## config.mk

```make
export PLATFORM = sky130hd
export DESIGN_NAME = axis_wb_bridge
export DESIGN_NICKNAME = d
export VERILOG_FILES = /design/src/rtl/axis_wb_bridge.sv
export SDC_FILE = /design/constraint.sdc
export NUM_CORES = 1
export LEC_CHECK = 0
export BUFFER_PORTS_ARGS = -buffer_cell sky130_fd_sc_hd__buf_2
export CORE_AREA = 2 2 166 168
export DETAILED_ROUTE_END_ITERATION = 6
export DIE_AREA = 0 0 168 170
export SYNTH_ARGS = -nofsm -noshare
export SYNTH_HDL_FRONTEND = slang
export SYNTH_SLANG_ARGS = --single-unit
export TNS_END_PERCENT = 10
```

## constraint.sdc

```tcl
create_clock -name i_clk -period 2.45 [get_ports i_clk]
set_clock_uncertainty 0.2 [all_clocks]
set_input_delay 0.49 -clock i_clk [delete_from_list [all_inputs] [get_ports i_clk]]
set_output_delay 0.49 -clock i_clk [all_outputs]
set_load 0.02 [all_outputs]
```

## src/rtl/axis_wb_bridge.sv

```systemverilog
// Byte-stream to Wishbone command bridge: CMD/ADDR/LEN[/DATA] frames in, read data + status byte out.
// Latency: bus cycle starts the cycle after the last request byte of a word; responses leave as registered bytes.
// Backpressure: input stalls while a bus cycle or response byte is pending; output bytes hold until o_axis_tready.
module axis_wb_bridge #(
    parameter int ADDR_WIDTH = 32,
    parameter int DATA_WIDTH = 32,
    parameter int TIMEOUT    = 255
) (
    input  logic                    i_clk,
    input  logic                    i_reset,
    input  logic [7:0]              i_axis_tdata,
    input  logic                    i_axis_tvalid,
    output logic                    i_axis_tready,
    input  logic                    i_axis_tlast,
    output logic [7:0]              o_axis_tdata,
    output logic                    o_axis_tvalid,
    input  logic                    o_axis_tready,
    output logic                    o_axis_tlast,
    output logic [ADDR_WIDTH-1:0]   m_wb_adr_o,
    input  logic [DATA_WIDTH-1:0]   m_wb_dat_i,
    output logic [DATA_WIDTH-1:0]   m_wb_dat_o,
    output logic                    m_wb_we_o,
    output logic [DATA_WIDTH/8-1:0] m_wb_sel_o,
    output logic                    m_wb_stb_o,
    input  logic                    m_wb_ack_i,
    input  logic                    m_wb_err_i,
    output logic                    m_wb_cyc_o,
    output logic                    o_busy
);
    localparam int AB  = ADDR_WIDTH / 8;
    localparam int DB  = DATA_WIDTH / 8;
    localparam int DCW = $clog2(256 * DB) + 1;

    typedef enum logic [2:0] {
        S_CMD, S_ADDR, S_LEN, S_WDATA, S_BUS, S_RDATA, S_STATUS, S_DRAIN
    } state_t;

    state_t                  state;
    logic                    rdy_en;
    logic                    is_write;
    logic                    is_fixed;
    logic                    drain_to_last;
    logic [7:0]              byte_cnt;
    logic [7:0]              words_left;
    logic [7:0]              status;
    logic [DCW-1:0]          drain_cnt;
    logic [DATA_WIDTH-1:0]   rdat;
    logic [15:0]             tmo;
    logic                    in_acc;
    logic                    out_acc;
    logic                    bad_cmd;
    logic                    bus_ack;
    logic                    bus_fail;
    logic [7:0]              fail_code;
    logic [ADDR_WIDTH-1:0]   next_addr;

    // rdy_en keeps tready low during reset and lets it rise on the first cycle after release
    assign i_axis_tready = rdy_en && (state inside {S_CMD, S_ADDR, S_LEN, S_WDATA, S_DRAIN});
    assign in_acc        = i_axis_tvalid && i_axis_tready;
    assign out_acc       = o_axis_tvalid && o_axis_tready;
    assign bad_cmd       = (i_axis_tdata[7:3] != 5'd0) || !(i_axis_tdata[1:0] inside {2'b01, 2'b10});
    // err has priority over ack; a timeout fires on the last allowed strobe cycle
    assign bus_ack       = m_wb_stb_o && m_wb_ack_i && !m_wb_err_i;
    assign bus_fail      = m_wb_stb_o && (m_wb_err_i || (!m_wb_ack_i && tmo == 16'(TIMEOUT - 1)));
    assign fail_code     = m_wb_err_i ? 8'h01 : 8'h02;
    assign next_addr     = is_fixed ? m_wb_adr_o : m_wb_adr_o + ADDR_WIDTH'(DB);
    assign m_wb_cyc_o    = m_wb_stb_o;
    assign m_wb_sel_o    = {DB{m_wb_stb_o}};
    assign o_busy        = (state != S_CMD);

    // Request parser, bus sequencer and response generator
    always_ff @(posedge i_clk) begin
        if (i_reset) begin
            state         <= S_CMD;
            rdy_en        <= 1'b0;
            is_write      <= 1'b0;
            is_fixed      <= 1'b0;
            drain_to_last <= 1'b0;
            byte_cnt      <= '0;
            words_left    <= '0;
            status        <= '0;
            drain_cnt     <= '0;
            rdat          <= '0;
            tmo           <= '0;
            o_axis_tdata  <= '0;
            o_axis_tvalid <= 1'b0;
            o_axis_tlast  <= 1'b0;
            m_wb_adr_o    <= '0;
            m_wb_dat_o    <= '0;
            m_wb_we_o     <= 1'b0;
            m_wb_stb_o    <= 1'b0;
        end else begin
            rdy_en <= 1'b1;
            case (state)
                S_CMD: if (in_acc) begin
                    is_write <= i_axis_tdata[1];
                    is_fixed <= i_axis_tdata[2];
                    byte_cnt <= '0;
                    if (!bad_cmd) begin
                        state <= S_ADDR;
                    end else if (i_axis_tlast) begin
                        o_axis_tdata  <= 8'h03;
                        o_axis_tvalid <= 1'b1;
                        o_axis_tlast  <= 1'b1;
                        state         <= S_STATUS;
                    end else begin
                        status        <= 8'h03;
                        drain_to_last <= 1'b1;
                        state         <= S_DRAIN;
                    end
                end
                S_ADDR: if (in_acc) begin
                    m_wb_adr_o <= ADDR_WIDTH'({m_wb_adr_o, i_axis_tdata});
                    byte_cnt   <= byte_cnt + 8'd1;
                    if (byte_cnt == 8'(AB - 1)) state <= S_LEN;
                end
                S_LEN: if (in_acc) begin
                    words_left <= i_axis_tdata;
                    byte_cnt   <= '0;
                    if (is_write) begin
                        state <= S_WDATA;
                    end else begin
                        m_wb_stb_o <= 1'b1;
                        tmo        <= '0;
                        state      <= S_BUS;
                    end
                end
                S_WDATA: if (in_acc) begin
                    m_wb_dat_o <= DATA_WIDTH'({m_wb_dat_o, i_axis_tdata});
                    byte_cnt   <= byte_cnt + 8'd1;
                    if (byte_cnt == 8'(DB - 1)) begin
                        byte_cnt   <= '0;
                        m_wb_stb_o <= 1'b1;
                        m_wb_we_o  <= 1'b1;
                        tmo        <= '0;
                        state      <= S_BUS;
                    end
                end
                S_BUS: begin
                    tmo <= tmo + 16'd1;
                    if (bus_ack) begin
                        m_wb_stb_o <= 1'b0;
                        m_wb_we_o  <= 1'b0;
                        if (!is_write) begin
                            rdat          <= m_wb_dat_i << 8;
                            o_axis_tdata  <= m_wb_dat_i[DATA_WIDTH-1 -: 8];
                            o_axis_tvalid <= 1'b1;
                            byte_cnt      <= '0;
                            state         <= S_RDATA;
                        end else if (words_left == 8'd0) begin
                            o_axis_tdata  <= 8'h00;
                            o_axis_tvalid <= 1'b1;
                            o_axis_tlast  <= 1'b1;
                            state         <= S_STATUS;
                        end else begin
                            words_left <= words_left - 8'd1;
                            m_wb_adr_o <= next_addr;
                            state      <= S_WDATA;
                        end
                    end else if (bus_fail) begin
                        m_wb_stb_o <= 1'b0;
                        m_wb_we_o  <= 1'b0;
                        if (is_write && words_left != 8'd0) begin
                            // remaining write words are still in flight on the link; swallow them by count
                            status        <= fail_code;
                            drain_to_last <= 1'b0;
                            drain_cnt     <= DCW'(words_left) * DCW'(DB);
                            state         <= S_DRAIN;
                        end else begin
                            o_axis_tdata  <= fail_code;
                            o_axis_tvalid <= 1'b1;
                            o_axis_tlast  <= 1'b1;
                            state         <= S_STATUS;
                        end
                    end
                end
                S_RDATA: if (out_acc) begin
                    if (byte_cnt != 8'(DB - 1)) begin
                        o_axis_tdata <= rdat[DATA_WIDTH-1 -: 8];
                        rdat         <= rdat << 8;
                        byte_cnt     <= byte_cnt + 8'd1;
                    end else if (words_left == 8'd0) begin
                        o_axis_tdata <= 8'h00;
                        o_axis_tlast <= 1'b1;
                        state        <= S_STATUS;
                    end else begin
                        o_axis_tvalid <= 1'b0;
                        words_left    <= words_left - 8'd1;
                        m_wb_adr_o    <= next_addr;
                        m_wb_stb_o    <= 1'b1;
                        tmo           <= '0;
                        state         <= S_BUS;
                    end
                end
                S_STATUS: if (out_acc) begin
                    o_axis_tdata  <= '0;
                    o_axis_tvalid <= 1'b0;
                    o_axis_tlast  <= 1'b0;
                    state         <= S_CMD;
                end
                S_DRAIN: if (in_acc) begin
                    if (drain_to_last ? i_axis_tlast : (drain_cnt == DCW'(1))) begin
                        o_axis_tdata  <= status;
                        o_axis_tvalid <= 1'b1;
                        o_axis_tlast  <= 1'b1;
                        state         <= S_STATUS;
                    end else begin
                        drain_cnt <= drain_cnt - DCW'(1);
                    end
                end
                default: state <= S_CMD;
            endcase
        end
    end
endmodule

```

==> flow_summary.toml <==
[placed_design]
port-buffer-count = 129
finalWeightedCongestion = 0.888
place_area_mm2 = 0.00966
dpl.hpwl_mm = 18.3

[grt]
grt_max_degree = 69
grt_util_all_layers_pct = 17.4
antenna_found_initial = 1
grt_pass1_vias = 7525
grt_pass1_wl_mm = 40.3
globalRouteOverflowTotal = 0

[critical_path]
criticalPathCategory = "flip-flop to flip-flop"
r2r_slack_ps = -40
start_kind = "flip-flop"
crit_end = "o_axis_tvalid"
worstPathArrival_ps = 2650
reg2reg_from = "words_left[1]"
worstPathRequired_ps = 2610
startpoint = "words_left[1]"
worstSetupEndpointType = "flip-flop"
r2r_end = "o_axis_tvalid"
path_max_fanout = 5
rr_worst_depth = 10

[sta]
setup_ws_ps = -41.6
fmax_mhz = 401
finalHoldViolCount = 0
tightest_slew_ps = 671
rsz0062_at_grt = "yes"
finalCritPeriodShare_pct = 102
setup_tns_ps = -83.1
finalSetupViolations = 3
min_period_ps = 2490
relSlewSlack_pct = 54.9
maxSlewViolCount = 0

[hold_path]
min_path_type = "input pin to flip-flop"
holdPathStages = 3
worstHoldStart = "m_wb_dat_i[4]"

[run_status]
outcome = "finished, violations left"
violations = "setup timing"

[detailed_routing]
dr.pass1.iters = 5
routed_wl_mm = 25.4
drc_errors = 0
detail-route-antenna-nets = 0
wl_per_cell_um = 16.2
vias = 8435
vias_per_cell = 5.36
first_iter_violations = 811

[cts]
path_clk_slew_ps = 60
cts_buffer_depth = 2
ctsHtreeMaxLevel = 4
root_buffer = "clkbuf_16"
post_cts_buffers = 0
cts_sinks = 152
clk_latency_ps = 430
cts_tree = "done"
numCtsBuffers = 17

[floorplanning]
coreArea_mm2 = 0.0267
initial_core_util_pct = 29.8
io_pins = 130
die_y_um = 170
die_w_um = 168
row_count = 60
die_area_mm2 = 0.0286

[final_layout]
multi_input_area_mm2 = 0.00455
seq_area_mm2 = 0.00305
nets = 1274
fin_area_mm2 = 0.0103
final_common_cell = "nand2_1"
n_fill_cell = 2742
final_cell_mix = "nand2_1, dfxtp_1, buf_2"
areaGrowthSynthToFinish_pct = 30.2
drive_gt1_share_pct = 24.8

[yosys]
synthArstFlopShare_pct = 0
synth-edff-count = 0
seq_area_frac_synth_pct = 38.4
synth_cell_types = 73
avgSynthCellArea_um2 = 7.64
synth_warnings = 0
syn-num-nets = 1093
netlist_instances = 1039
syn_area_mm2 = 0.00793
ys_ff_latch = 152
yosys_most_used_dff = "dfxtp_1"

[power_and_ir_drop]
cellPowerDensity_mw_per_mm2 = 855
power.leakage_nw = 4.09
ir_drop_v = 0.000472

[job]
maxCapViolCount = 0
==> state kept, by name, indices dropped and copies added, names as in the netlist <==
name           flops
byte_cnt           8
drain_cnt         11
drain_to_last      1
is_fixed           1
is_write           1
m_wb_adr_o        32
m_wb_cyc_o         1
m_wb_dat_o        32
m_wb_we_o          1
o_axis_tdata       8
o_axis_tlast       1
o_axis_tvalid      1
rdat              24
rdy_en             1
state              3
status             2
tmo               16
words_left         8
==> per-layer routing <==
metal	wire, um	GRT usage [%]	part of all wire (%)	vias to the layer above
li1	-	-	-	4135
met1	11700	24.1	46	3998
met2	11900	28.2	47	281
met3	1650	3.42	6.5	21
met4	206	3.67	0.81	0
met5	0	0	0	-
==> power by group <==
group	leakage [nW]	switching (mW)	internal [mW]
sequential	1.23	0.215	2.65
clock	0.302	1.08	1.76
combinational	2.56	1.84	1.29
==> final cells by class <==
| cell class | count | share of cell area [%] |
|---|---|---|
| tap | 341 | 4.13 |
| clock inverter | 11 | 1.66 |
| clock buffer | 20 | 4.42 |
| inverter | 11 | 0.400 |
| multi-input combinational | 794 | 44.1 |
| timing repair buffer | 244 | 15.8 |
| sequential | 152 | 29.5 |
| antenna | 1 | 0.0242 |
==> kinds of logic after synthesis <==
family | Yosys count | share of synthesized area (%)
adder cells (fa/ha/maj) | 7 | 1.10
XOR/XNOR | 22 | 2.43
AO/OA/AOI/OAI | 293 | 24.7
AND/OR/NAND/NOR | 463 | 27.2
multiplexers | 9 | 1.15
flip-flops | 152 | 38.4
buffers and inverters | 93 | 4.98
==> worst min-delay path by stage <==
stage	slack, ps	end
finish	120	rdat[12]
floorplan	230	rdat[10]
global route	110	rdat[8]
CTS	110	rdat[8]
detailed placement	240	m_wb_dat_o[24]
global placement	240	m_wb_dat_o[30]
==> worst max-delay path, cell delays in order, from the launching register on <==
cell	delay [ps]
dfxtp_2	320
inv_2	60
ha_4	130
or4b_4	480
nor2_4	110
nor2_1	60
a311o_1	330
buf_6	160
buf_12	120
a2111o_1	320
a21oi_1	130
==> cells in the mapped netlist, types with 6 or more instances <==
| library cell | number | area, um^2 |
|---|---|---|
| o22ai_1 | 6 | 37.5 |
| nor2_1 | 109 | 409 |
| buf_4 | 6 | 45.0 |
| nand3_1 | 38 | 190 |
| nor4_1 | 14 | 87.6 |
| o211ai_1 | 11 | 82.6 |
| o21ai_1 | 15 | 75.1 |
| dfxtp_1 | 152 | 3040 |
| a21oi_1 | 112 | 561 |
| nand2b_1 | 9 | 56.3 |
| and3_1 | 19 | 119 |
| a22oi_1 | 9 | 67.6 |
| xnor2_1 | 6 | 52.6 |
| mux2i_1 | 8 | 80.1 |
| a211oi_1 | 13 | 97.6 |
| clkbuf_1 | 62 | 233 |
| and2_1 | 8 | 50.1 |
| o31ai_1 | 10 | 75.1 |
| a31oi_1 | 11 | 68.8 |
| xor2_1 | 16 | 140 |
| or4_1 | 6 | 45.0 |
| nor3_1 | 24 | 120 |
| a311oi_1 | 20 | 175 |
| buf_2 | 7 | 35.0 |
| nand2_1 | 182 | 683 |
| o21ai_0 | 13 | 65.1 |
| inv_1 | 10 | 37.5 |
| a21o_1 | 10 | 75.1 |
| ha_1 | 7 | 87.6 |
| o32ai_1 | 14 | 123 |
| nand4_1 | 20 | 125 |
==> through the flow <==
stage	setup WS, ps	std cells	hold WS (ps)	utilization (%)	power [mW]
6_report	-41.6	1574	117	38.8	8.83
5_1_grt	-104	1574	114	38.8	9.29
4_1_cts	-18.0	1573	106	38.6	8.84
3_5_place_dp	-24.2	1542	245	36.2	5.99
3_3_place_gp	-35.6	1542	240	36.2	5.97
2_1_floorplan	16.5	1039	232	-	4.81
==> timing repair <==
action	CTS	global route
resized for setup	5	6
pin swaps	0	0
hold buffers	0	0
endpoints found under the setup margin	5	56
Power figures use the tool's default switching activity.
